`src/rtl/io_port_bank.sv`:
```
// io_port_bank: addressable bank of output latches and debounced inputs.
// Addresses 0..OUTPUT_SIZE-1 select output latches; the next INPUT_SIZE
// addresses select debounced input pins; anything above reads as 0 and
// raises addr_err for one cycle.
module io_port_bank #(
    parameter int                     ADDR_WIDTH      = 4,
    parameter int                     OUTPUT_SIZE     = 8,
    parameter int                     INPUT_SIZE      = 7,
    parameter int                     SYNC_STAGES     = 2,
    parameter int                     DEBOUNCE_CYCLES = 3,
    parameter logic [OUTPUT_SIZE-1:0] OUTPUT_RESET    = '0
) (
    input  logic                  clk,
    input  logic                  rst,
    input  logic                  write,
    input  logic                  data_in,
    input  logic [ADDR_WIDTH-1:0] address,
    output logic                  data_out,
    output logic                  addr_err,
    input  logic [INPUT_SIZE-1:0] input_pins,
    output logic [OUTPUT_SIZE-1:0] output_pins
);

    localparam int MAPPED = OUTPUT_SIZE + INPUT_SIZE;
    localparam int MAP_W  = 2 ** ADDR_WIDTH;
    localparam logic [ADDR_WIDTH:0] MAPPED_LIM = (ADDR_WIDTH + 1)'(MAPPED);

    // Configuration sanity: the address space must hold every mapped bit.
    if (MAPPED > MAP_W) begin : g_bad_map
        $error("io_port_bank: OUTPUT_SIZE+INPUT_SIZE exceeds 2**ADDR_WIDTH");
    end
    if (SYNC_STAGES < 1 || SYNC_STAGES > 4) begin : g_bad_sync
        $error("io_port_bank: SYNC_STAGES must be 1..4");
    end
    if (DEBOUNCE_CYCLES < 0 || DEBOUNCE_CYCLES > 255) begin : g_bad_deb
        $error("io_port_bank: DEBOUNCE_CYCLES must be 0..255");
    end

    logic [OUTPUT_SIZE-1:0] latch_q, latch_d;
    logic                   addr_err_q, addr_err_d;
    logic [INPUT_SIZE-1:0]  sync_q [SYNC_STAGES];
    logic [INPUT_SIZE-1:0]  sync;
    logic [INPUT_SIZE-1:0]  stable_q, stable_d;
    logic [MAP_W-1:0]       rd_map;

    // Decode a write into the single addressed output latch; other addresses leave latches alone.
    always_comb begin
        latch_d = latch_q;
        if (write) begin
            for (int i = 0; i < OUTPUT_SIZE; i++) begin
                if (address == ADDR_WIDTH'(i)) begin
                    latch_d[i] = data_in;
                end
            end
        end
    end

    // Output latches; reset wins over a same-cycle write.
    always_ff @(posedge clk) begin
        if (rst) begin
            latch_q <= OUTPUT_RESET;
        end else begin
            latch_q <= latch_d;
        end
    end

    // Flag any cycle that presented an address beyond the mapped range.
    always_comb begin
        addr_err_d = ({1'b0, address} >= MAPPED_LIM);
    end

    // Registered address-error flag, visible the cycle after the bad access.
    always_ff @(posedge clk) begin
        if (rst) begin
            addr_err_q <= 1'b0;
        end else begin
            addr_err_q <= addr_err_d;
        end
    end

    // Synchroniser chain for the asynchronous input pins.
    always_ff @(posedge clk) begin
        if (rst) begin
            for (int s = 0; s < SYNC_STAGES; s++) begin
                sync_q[s] <= '0;
            end
        end else begin
            sync_q[0] <= input_pins;
            for (int s = 1; s < SYNC_STAGES; s++) begin
                sync_q[s] <= sync_q[s-1];
            end
        end
    end

    assign sync = sync_q[SYNC_STAGES-1];

    if (DEBOUNCE_CYCLES == 0) begin : g_bypass
        // No filtering: the stable copy simply follows the synchroniser.
        always_comb begin
            stable_d = sync;
        end
    end else begin : g_debounce
        localparam int CNT_W = $clog2(DEBOUNCE_CYCLES + 1);
        localparam logic [CNT_W-1:0] CNT_LAST = CNT_W'(DEBOUNCE_CYCLES - 1);

        logic [CNT_W-1:0] cnt_q [INPUT_SIZE];
        logic [CNT_W-1:0] cnt_d [INPUT_SIZE];

        // Per-pin counter: clear while agreeing, count while differing, accept on the last count.
        always_comb begin
            stable_d = stable_q;
            for (int i = 0; i < INPUT_SIZE; i++) begin
                cnt_d[i] = cnt_q[i];
                if (sync[i] == stable_q[i]) begin
                    cnt_d[i] = '0;
                end else if (cnt_q[i] < CNT_LAST) begin
                    cnt_d[i] = cnt_q[i] + CNT_W'(1);
                end else begin
                    stable_d[i] = sync[i];
                    cnt_d[i]    = '0;
                end
            end
        end

        // Debounce counters; reset abandons any count in progress.
        always_ff @(posedge clk) begin
            if (rst) begin
                for (int i = 0; i < INPUT_SIZE; i++) begin
                    cnt_q[i] <= '0;
                end
            end else begin
                for (int i = 0; i < INPUT_SIZE; i++) begin
                    cnt_q[i] <= cnt_d[i];
                end
            end
        end
    end

    // Accepted (debounced) input values.
    always_ff @(posedge clk) begin
        if (rst) begin
            stable_q <= '0;
        end else begin
            stable_q <= stable_d;
        end
    end

    // Flat read map over the whole address space so the address indexes it directly.
    always_comb begin
        rd_map                          = '0;
        rd_map[OUTPUT_SIZE-1:0]         = latch_q;
        rd_map[MAPPED-1:OUTPUT_SIZE]    = stable_q;
    end

    assign data_out    = rd_map[address];
    assign addr_err    = addr_err_q;
    assign output_pins = latch_q;

endmodule

```
`config.mk`:
```
export PLATFORM = sky130hd
export DESIGN_NAME = io_port_bank
export DESIGN_NICKNAME = d
export VERILOG_FILES = /design/src/rtl/io_port_bank.sv
export SDC_FILE = /design/constraint.sdc
export NUM_CORES = 1
export LEC_CHECK = 0
export BUFFER_PORTS_ARGS = -buffer_cell sky130_fd_sc_hd__buf_4
export CAP_MARGIN = 20
export CORE_ASPECT_RATIO = 0.5
export CORE_UTILIZATION = 25
export CTS_BUF_LIST = sky130_fd_sc_hd__clkbuf_2 sky130_fd_sc_hd__clkbuf_4 sky130_fd_sc_hd__clkbuf_8
export DETAILED_ROUTE_END_ITERATION = 8
export PLACE_DENSITY = 0.48
export SYNTH_ARGS = -nofsm -noshare
export SYNTH_HDL_FRONTEND = slang
export SYNTH_SLANG_ARGS = --single-unit
```
`constraint.sdc`:
```
create_clock -name clk -period 1.3 [get_ports clk]
set_input_delay 0.195 -clock clk [delete_from_list [all_inputs] [get_ports clk]]
set_output_delay 0.195 -clock clk [all_outputs]
set_load 0.01 [all_outputs]
```
Yosys cells after proc, flatten, opt, wreduce, memory -nomap -nowiden

Memory sizes are Yosys's and may differ from the RTL's.
Cells that the tools add are included.

Bits in registers: 16
Bits in writable memories: 28
Input port bits: 15
Memories kept: 2

Memory list:

| memory           | depth | bits a word | rd ports | clocked after memory_dff | wr ports | RTL line | source |
|---|---|---|---|---|---|---|---|
| g_debounce.cnt_q | 7     | 2           | 7        | 0                        | 7        | 106      | `logic [CNT_W-1:0] cnt_q [INPUT_SIZE];` |
| sync_q           | 2     | 7           | 2        | 0                        | 2        | 41       | `logic [INPUT_SIZE-1:0] sync_q [SYNC_STAGES];` |

$add $sub $neg: 7
Order comparisons: 9
Equal/unequal tests: 14
Muxes and demuxes: 28
Bitwise operators: 23
Reductions and logical operators: 16

Operators by type and width:

| operator                                                                     | number |
|---|---|
| 2-bit two-way mux                                                            | 21 |
| 2-bit AND reduction                                                          | 15 |
| 4-bit by 3-bit == test with 1-bit output, second input constant              | 4 |
| 2-bit by 1-bit adder with 2-bit output, second input constant                | 7 |
| 2-bit less-than comparator, second input constant                            | 7 |
| 7-bit two-way mux                                                            | 2 |
| 1-bit NOT                                                                    | 14 |
| 1-bit OR                                                                     | 9 |
| 4-bit by 2-bit == test with 1-bit output, second input constant              | 2 |
| 1-bit == test                                                                | 7 |
| 4-bit by 5-bit less-than comparator with 1-bit output, second input constant | 1 |
| 1-bit binary-select mux with 4-bit select                                    | 1 |
| 4-bit by 1-bit == test with 1-bit output, second input constant              | 1 |
| 4-bit greater-or-equal comparator, second input constant                     | 1 |
| 4-bit zero test                                                              | 1 |
| 1-bit two-way mux                                                            | 4 |

Logic depth before layout (Yosys ltp)

Gate-level depths: netlist of run 1.
An unclocked memory read counts as a cell.

Depth in word-level cells: 5
Gate-level depth with buffers: 4

Worst setup path before layout of run 1

OpenSTA, ideal clock, no wires.

Path type: reg-to-output
From: reg latch_q[3], in the netlist output_pins[3]
To: out data_out
Arrival: 1106 ps
Setup slack: -1 ps
Cell stages (with the launch flop): 4
Path buffers: 0
Cells stage by stage: dfxtp_1 -> mux4_2 -> a22oi_1 -> o211ai_1

Cells in the longest elaborated chain, start to end: 2

RTL lines:

| what                                      | RTL line | source |
|---|---|---|
| start: declaration                        | 39       | `logic [OUTPUT_SIZE-1:0] latch_q, latch_d;` |
| start signal: assignment                  | 63       | `latch_q <= latch_d;` |
| 1-bit binary-select mux with 4-bit select | 155      | `assign data_out = rd_map[address];` |
| 1-bit two-way mux (implied by the code)   | 155      |  |
| end: declaration                          | 18       | `output logic data_out,` |

Every way passes these cells. The select of a mux whose other input is x is not followed.

Final worst setup path of run 1

Same ends and word-level chain as after synthesis.

==> impl_metrics.csv, run 1 <==
group,metric,value,unit
outcome,run_status,"finished, violations left",
outcome,failed_checks,"DRC, setup timing",
yosys,synth.yosys.warnings,0,
cells_and_area,final_cell_area,2110,um^2
timing,hold_slack,110.4,ps
timing,fin_worst_skew,11.58,ps
place,preCtsSetupSlack,-217.1,ps
yosys,seq_area_frac_synth,55.39,%
worst_setup_path,critical_path_required,1110,ps
worst_setup_path,capturing_point_of_the_worst_reg2reg_path,"g_debounce.cnt_q[1][0]$_SDFF_PP0_",
floorplan,core,6106,um^2
worst_hold_path,min_path_type,"in2reg",
cells_and_area,final_net_count,209,
cells_and_area,nFillCells,650,
drt,route.vias.total,1125,
global_routing,grt_pass1_wl,5319,um
place,placed_area,1983,um^2
drt,detail_route.vias_per_cell,3.975,
cells_and_area,area.growth.synth_to_final,32.65,%
timing,fmax,0.5787,GHz
yosys,synth.top_cells.by_area,"sky130_fd_sc_hd__dfxtp_1, sky130_fd_sc_hd__nor2b_1, sky130_fd_sc_hd__nor2_1, sky130_fd_sc_hd__mux2i_1, sky130_fd_sc_hd__xnor2_1",
clock_tree,cts_num_sinks,44,
timing,hold_viol,0,
place,gp_routability_congestion,0.7270,
clock_tree,cts_setup_buffers,0,
drt,detail-route-antenna-nets,0,
cells_and_area,utilization,34.55,%
global_routing,antenna_found_initial,0,
worst_setup_path,regToRegSetupSlack,240,ps
clock_tree,clk_latency,300,ps
timing,setup_repair_after_global_routing_missed_its_margin,"yes",
timing,period_share,132.9,%
floorplan,die_h,58.40,um
floorplan,initial_utilization,26.05,%
power_and_ir_drop,pwr_density_cell,1266,nW/um^2
drt,per_cell_routed_wire_length,10.75,um
yosys,netlist.area_leader.share,55.39,%
global_routing,grt_max_degree,27,
drt,drt_iter0_drcs,22,
worst_setup_path,worst-r2r-cell-count,4,
place,detailedPlacementHpwl,2153,um
floorplan,pin_count,25,
yosys,yosys_register_bits,44,
yosys,synth.net_count,165,
drt,routed_wl,3042,um
worst_setup_path,crit_path_end,"data_out",
drt,drc,1,
drt,detail_route.first_pass.iterations,6,
clock_tree,clock-root-buffer,"sky130_fd_sc_hd__clkbuf_8",
place,port_buffer_cells,24,
worst_setup_path,cp_data_arrival_time,1530,ps
worst_setup_path,crit-reg2reg-launch,"stable_q[1]$_SDFFE_PP0P_",
timing,tightest_slew,315.3,ps
worst_setup_path,critPathKind,"reg2out",
yosys,syn_inst,150,
clock_tree,ctsHtreeMaxLevel,2,
yosys,synth_cell_type_count,27,
timing,layout_min_cycle_time,1728,ps
yosys,synth_top_cell_by_area,"sky130_fd_sc_hd__dfxtp_1",
floorplan,die_w,114.8,um
power_and_ir_drop,vdd_drop_max,0.5491,mV
worst_setup_path,critical_path.endpoint_type,"primary output",
floorplan,die_area,6703,um^2
timing,maxSlewViolCount,0,
clock_tree,postCtsHoldBufs,0,
power_and_ir_drop,total_leakage_power,0.8203,nW
clock_tree,cts-buffers-inserted,5,
yosys,syn_avg_cell_area,10.60,um^2
floorplan,row_count,20,
global_routing,global_route.overflow_total,0,
clock_tree,clk_path_buf_depth,2,
worst_setup_path,cp-startpoint,"output_pins[3]$_SDFFE_PP0P_",
worst_setup_path,setup.worst_path.start_class,"flip-flop",
cells_and_area,final_layout_size_suffix_gt1_share,31.28,%
global_routing,first_global_vias,1143,
timing,setup_ws,-427.9,ps
flow_run,max_cap_violation_count,0,
global_routing,groute.usage.overall,10.45,%
clock_tree,clkTransAtPathRegs,80,ps
timing,worst_slew_margin_rel,78.89,%
worst_setup_path,crit_fanout,2,
yosys,total_standard_cell_area_after_synthesis,1590,um^2
clock_tree,tritoncts_clock_tree,"yes",
cells_and_area,antenna-diode-count,0,
timing,finalSetupViolations,1,
critical path: stages (launching register included):
cell	delay, ps
sky130_fd_sc_hd__dfxtp_2	330
sky130_fd_sc_hd__mux4_2	480
sky130_fd_sc_hd__a22oi_2	160
sky130_fd_sc_hd__o211ai_1	110
sky130_fd_sc_hd__buf_4	160
worst min path at each step:
stage / end / cells after the start / start
detailed placement: g_debounce.cnt_q[5][0]$_SDFF_PP0_ / 1 / g_debounce.cnt_q[5][0]$_SDFF_PP0_
CTS: sync_q[0][6]$_SDFF_PP0_ / 2 / input_pins[6]
global route: sync_q[0][5]$_SDFF_PP0_ / 2 / input_pins[5]
finish: sync_q[0][6]$_SDFF_PP0_ / 2 / input_pins[6]
floorplan: sync_q[0][0]$_SDFF_PP0_ / 1 / input_pins[0]
global placement: g_debounce.cnt_q[3][0]$_SDFF_PP0_ / 1 / g_debounce.cnt_q[3][0]$_SDFF_PP0_
final cells by class:
type / count / area [um^2] / share of cell area, %
sequential: 44 / 884.6 / 41.93
timing repair buffer: 43 / 322.8 / 15.30
clock inverter: 2 / 38.79 / 1.839
tap: 88 / 110.1 / 5.219
clock buffer: 6 / 82.58 / 3.915
multi-input combinational: 93 / 644.4 / 30.55
inverter: 7 / 26.28 / 1.246
cell usage in the layout (no fill, tap or decap), types with 2 or more instances in the layout:
cell type and instances:
sky130_fd_sc_hd__dfxtp_2 3, sky130_fd_sc_hd__mux4_2 3, sky130_fd_sc_hd__a31oi_1 2, sky130_fd_sc_hd__mux2i_1 8, sky130_fd_sc_hd__a311oi_1 2, sky130_fd_sc_hd__or3_1 7
sky130_fd_sc_hd__and2b_2 2, sky130_fd_sc_hd__clkbuf_8 6, sky130_fd_sc_hd__inv_1 7, sky130_fd_sc_hd__nor2_1 23, sky130_fd_sc_hd__a21oi_1 6, sky130_fd_sc_hd__buf_4 43
sky130_fd_sc_hd__nand2_1 3, sky130_fd_sc_hd__dfxtp_1 41, sky130_fd_sc_hd__nor2b_1 14, sky130_fd_sc_hd__a211oi_1 6, sky130_fd_sc_hd__xnor2_1 7, sky130_fd_sc_hd__nor3_1 2
flip-flops by register name, indices dropped and copies added, names as in the netlist:
signal / flops
stable_q: 7
output_pins: 8
g_debounce.cnt_q: 14
addr_err: 1
sync_q: 14
cell usage after synthesis:
cell / instances
sky130_fd_sc_hd__dfxtp_1: 44
sky130_fd_sc_hd__nor2_1: 23
sky130_fd_sc_hd__nor2b_1: 14
sky130_fd_sc_hd__mux2i_1: 8
sky130_fd_sc_hd__inv_1: 7
sky130_fd_sc_hd__or3_1: 7
sky130_fd_sc_hd__xnor2_1: 7
sky130_fd_sc_hd__a211oi_1: 6
sky130_fd_sc_hd__a21oi_1: 6
sky130_fd_sc_hd__clkbuf_1: 4
sky130_fd_sc_hd__nand2_1: 3
sky130_fd_sc_hd__a311oi_1: 2
sky130_fd_sc_hd__a31oi_1: 2
sky130_fd_sc_hd__and2b_2: 2
sky130_fd_sc_hd__mux4_2: 2
sky130_fd_sc_hd__nor3_1: 2
sky130_fd_sc_hd__a22oi_1: 1
sky130_fd_sc_hd__a2bb2oi_1: 1
sky130_fd_sc_hd__and2b_1: 1
sky130_fd_sc_hd__and3b_1: 1
sky130_fd_sc_hd__buf_6: 1
sky130_fd_sc_hd__clkbuf_8: 1
sky130_fd_sc_hd__mux4_1: 1
sky130_fd_sc_hd__nand3b_1: 1
sky130_fd_sc_hd__nor3b_2: 1
sky130_fd_sc_hd__nor4b_1: 1
sky130_fd_sc_hd__o211ai_1: 1
routing by layer:
metal,GRT usage (%),vias to the layer above,part of all wire [%]
met1,14.58,511,54
li1,-,591,-
met2,14.98,18,40
met5,0,-,0
met3,2.884,5,4.4
met4,5.009,0,1.5
per-stage QoR:
stage | power [mW] | setup TNS (ps) | std cells
3_5_place_dp | 1.602 | -217.1 | 275
4_1_cts | 2.698 | -454.3 | 283
3_3_place_gp | 1.598 | -205.1 | 275
6_report | 2.670 | -427.9 | 283
5_1_grt | 2.788 | -486.6 | 283
2_1_floorplan | 1.517 | 0 | 150
cells by family (layout without fill, tap and decap cells):
logic type	count (synthesis)	in the layout	synth area share (%)
and+or+nand+nor	56	56	18.96
DFF	44	44	55.39
AOI/OAI and AO/OA	19	19	8.104
buffers and inverters	13	58	4.170
muxes	11	11	9.520
xor gates and xnor gates	7	7	3.855
what timing repair did:
| action | in CTS | in global routing |
|---|---|---|
| setup endpoints to repair | 1 | 1 |
| pin swaps | 2 | 2 |
| gates resized for setup | 2 | 3 |
report_power, final:
| part | switching, mW | internal, mW | leakage [nW] |
|---|---|---|---|
| logic | 0.0804 | 0.0950 | 0.399 |
| clock network | 0.471 | 0.629 | 0.0614 |
| registers | 0.0147 | 1.38 | 0.360 |
No activity file was read; power rests on OpenSTA's default activity.
==> inputs of run 2 (changes only) <==
Settings changed: CORE_UTILIZATION 25 to 28, PLACE_DENSITY 0.48 to 0.51, RECOVER_POWER set to 100.
==> run 2 against run 1 <==
Effect of this change: register-to-register slack barely moved; combinational power shrank 5%; sequential power barely moved; die area shrank 10%; the run ends with setup timing left; global-route usage is 0.76 points higher; sequential cell count unchanged; non-clock buffer count rose by 1.
==> impl_metrics.csv, run 2 (synthesized netlist as in run 1, its figures left out) <==
group,metric,value,unit
outcome,run_status,"finished, violations left",
outcome,failed_checks,"setup timing",
power_and_ir_drop,pwr_density_cell,1182,nW/um^2
timing,worst_slew_margin_rel,51.43,%
drt,wl_met3,162,um
cells_and_area,final_cell_count_no_fill,265,
clock_tree,clock-root-buffer,"sky130_fd_sc_hd__clkbuf_8",
worst_setup_path,regToRegSetupSlack,250,ps
drt,route.vias.total,1142,
place,gp_routability_congestion,0.7375,
power_and_ir_drop,net-switching-power,0.5322,mW
drt,routed_wl,2903,um
worst_setup_path,critPathBufInv,1,
cells_and_area,area.growth.synth_to_final,25.65,%
clock_tree,ctsHtreeMaxLevel,2,
clock_tree,postCtsHoldBufs,0,
floorplan,die_h,55.29,um
global_routing,groute.usage.overall,11.21,%
timing,setup_ws,-407.3,ps
power_and_ir_drop,vdd_drop_max,0.4651,mV
floorplan,die_area,6003,um^2
drt,detail-route-antenna-nets,0,
power_and_ir_drop,share_clk_of_total_power,33.9,%
worst_setup_path,critical_path.max_stage_delay,470,ps
worst_setup_path,crit_fanout,2,
floorplan,row_count,18,
clock_tree,clk_path_buf_depth,2,
global_routing,first_global_vias,1100,
timing,period_share,131.3,%
clock_tree,tritoncts_clock_tree,"yes",
place,placed_area,1968,um^2
worst_setup_path,worstPathCellList,"mux4_2, a22oi_2, o211ai_1, buf_4",
clock_tree,clk_latency,290,ps
global_routing,grt_max_degree,38,
worst_hold_path,min_path_type,"in2reg",
timing,layout_min_cycle_time,1707,ps
drt,routed.top_layer,"met4",
clock_tree,cts_num_sinks,44,
drt,drc,0,
power_and_ir_drop,p_seq_share,59.0,%
cells_and_area,antenna-diode-count,0,
drt,wl_met1,1517,um
timing,fin_worst_skew,1.544,ps
worst_setup_path,critical_path.endpoint_type,"primary output",
floorplan,core,5180,um^2
drt,met2WireLength,1137,um
worst_setup_path,critical_path.slowest_cell,"sky130_fd_sc_hd__mux4_2",
global_routing,grt_pass1_wl,4947,um
clock_tree,clkTransAtPathRegs,80,ps
timing,tightest_slew,728.5,ps
power_and_ir_drop,total_leakage_power,0.7470,nW
clock_tree,cts-buffers-inserted,5,
timing,maxSlewViolCount,0,
cells_and_area,nFillCells,544,
floorplan,initial_utilization,30.70,%
timing,finalSetupViolations,1,
worst_setup_path,cp_top_family,"multiplexers",
global_routing,global_route.overflow_total,0,
floorplan,die_w,108.6,um
floorplan,pin_count,25,
place,port_buffer_cells,24,
drt,drt_iter0_drcs,15,
power_and_ir_drop,combPwrFrac,7.1,%
power_and_ir_drop,switching_share,22.53,%
drt,per_cell_routed_wire_length,10.95,um
timing,setup_total_negative_slack,-407.3,ps
drt,detail_route.first_pass.iterations,4,
cells_and_area,final_layout_size_suffix_gt1_share,22.56,%
flow_run,max_cap_violation_count,0,
timing,setup_repair_after_global_routing_missed_its_margin,"yes",
cells_and_area,leading_cell_types_in_the_layout_fill_and_taps_excluded,"sky130_fd_sc_hd__dfxtp_1, sky130_fd_sc_hd__buf_4, sky130_fd_sc_hd__nor2_1, sky130_fd_sc_hd__nor2b_1, sky130_fd_sc_hd__clkbuf_1",
place,detailedPlacementHpwl,2101,um
worst_setup_path,cp_data_arrival_time,1510,ps
timing,hold_viol,0,
drt,detail_route.vias_per_cell,4.309,
worst_setup_path,critical_path_required,1110,ps
worst_setup_path,critPathKind,"reg2out",
power_and_ir_drop,internal-power,1.830,mW
clock_tree,cts_setup_buffers,0,
cells_and_area,final_net_count,210,
cells_and_area,most_common_library_cell_in_the_layout_ignoring_fill_and_taps,"sky130_fd_sc_hd__dfxtp_1",
place,placed_cell_count,258,
worst_setup_path,setup.worst_path.start_class,"flip-flop",
cells_and_area,final_cell_area,1998,um^2
cells_and_area,utilization,38.57,%
global_routing,antenna_found_initial,0,
timing,fmax,0.5857,GHz
run 2: layout make-up:
class | count | area (um^2) | share of cell area (%)
Tap cell | 70 | 87.58 | 4.383
Inverter | 7 | 26.28 | 1.315
Sequential cell | 44 | 880.8 | 44.08
Clock inverter | 2 | 12.51 | 0.6262
Timing Repair Buffer | 44 | 279.0 | 13.96
Clock buffer | 5 | 68.82 | 3.444
Multi-Input combinational cell | 93 | 643.1 | 32.19
run 2: final timing paths:
path,from,depth (start not counted),endpoint
hold reg to reg,g_debounce.cnt_q[5][0]$_SDFF_PP0_,1,g_debounce.cnt_q[5][0]$_SDFF_PP0_
setup reg to reg,stable_q[1]$_SDFFE_PP0P_,4,g_debounce.cnt_q[1][1]$_SDFF_PP0_
setup / recovery,output_pins[3]$_SDFFE_PP0P_,4,data_out
hold / removal,input_pins[6],2,sync_q[0][6]$_SDFF_PP0_
run 2: worst reg2reg max path: cells and delay by family (launching register included):
kind,cells,cell delay [ps]
simple gates,2,410
flops,1,340
buf+inv,1,150
xor+xnor,1,80
run 2: routing by layer:
layer,GRT usage (%),vias up
li1,-,600
met1,14.28,510
met2,15.82,25
met3,4.014,7
met4,7.529,0
met5,0,-
run 2: power by group through the flow:
stage	registers (mW)	clock network, mW	logic, mW
2_1_floorplan	1.43	0	0.0908
3_3_place_gp	1.43	0	0.176
3_5_place_dp	1.43	0	0.177
4_1_cts	1.39	0.845	0.179
5_1_grt	1.40	0.898	0.188
6_report	1.39	0.802	0.167
run 2: what timing repair did:
action	CTS	global route
gates cloned	0	0
endpoints found under the setup margin	1	1
pin swaps	2	1
resized for setup	3	0
run 2: through the flow:
| stage | power [mW] | hold WS, ps | worst slack [ps] |
|---|---|---|---|
| final | 2.363 | 104.9 | -407.3 |
| after CTS | 2.418 | 94.01 | -435.6 |
| after detailed placement | 1.603 | 403.2 | -221.6 |
| after floorplan | 1.517 | 323.2 | 3.896 |
| after global routing | 2.485 | 104.7 | -502.4 |
| after global placement | 1.601 | 397.7 | -220.3 |
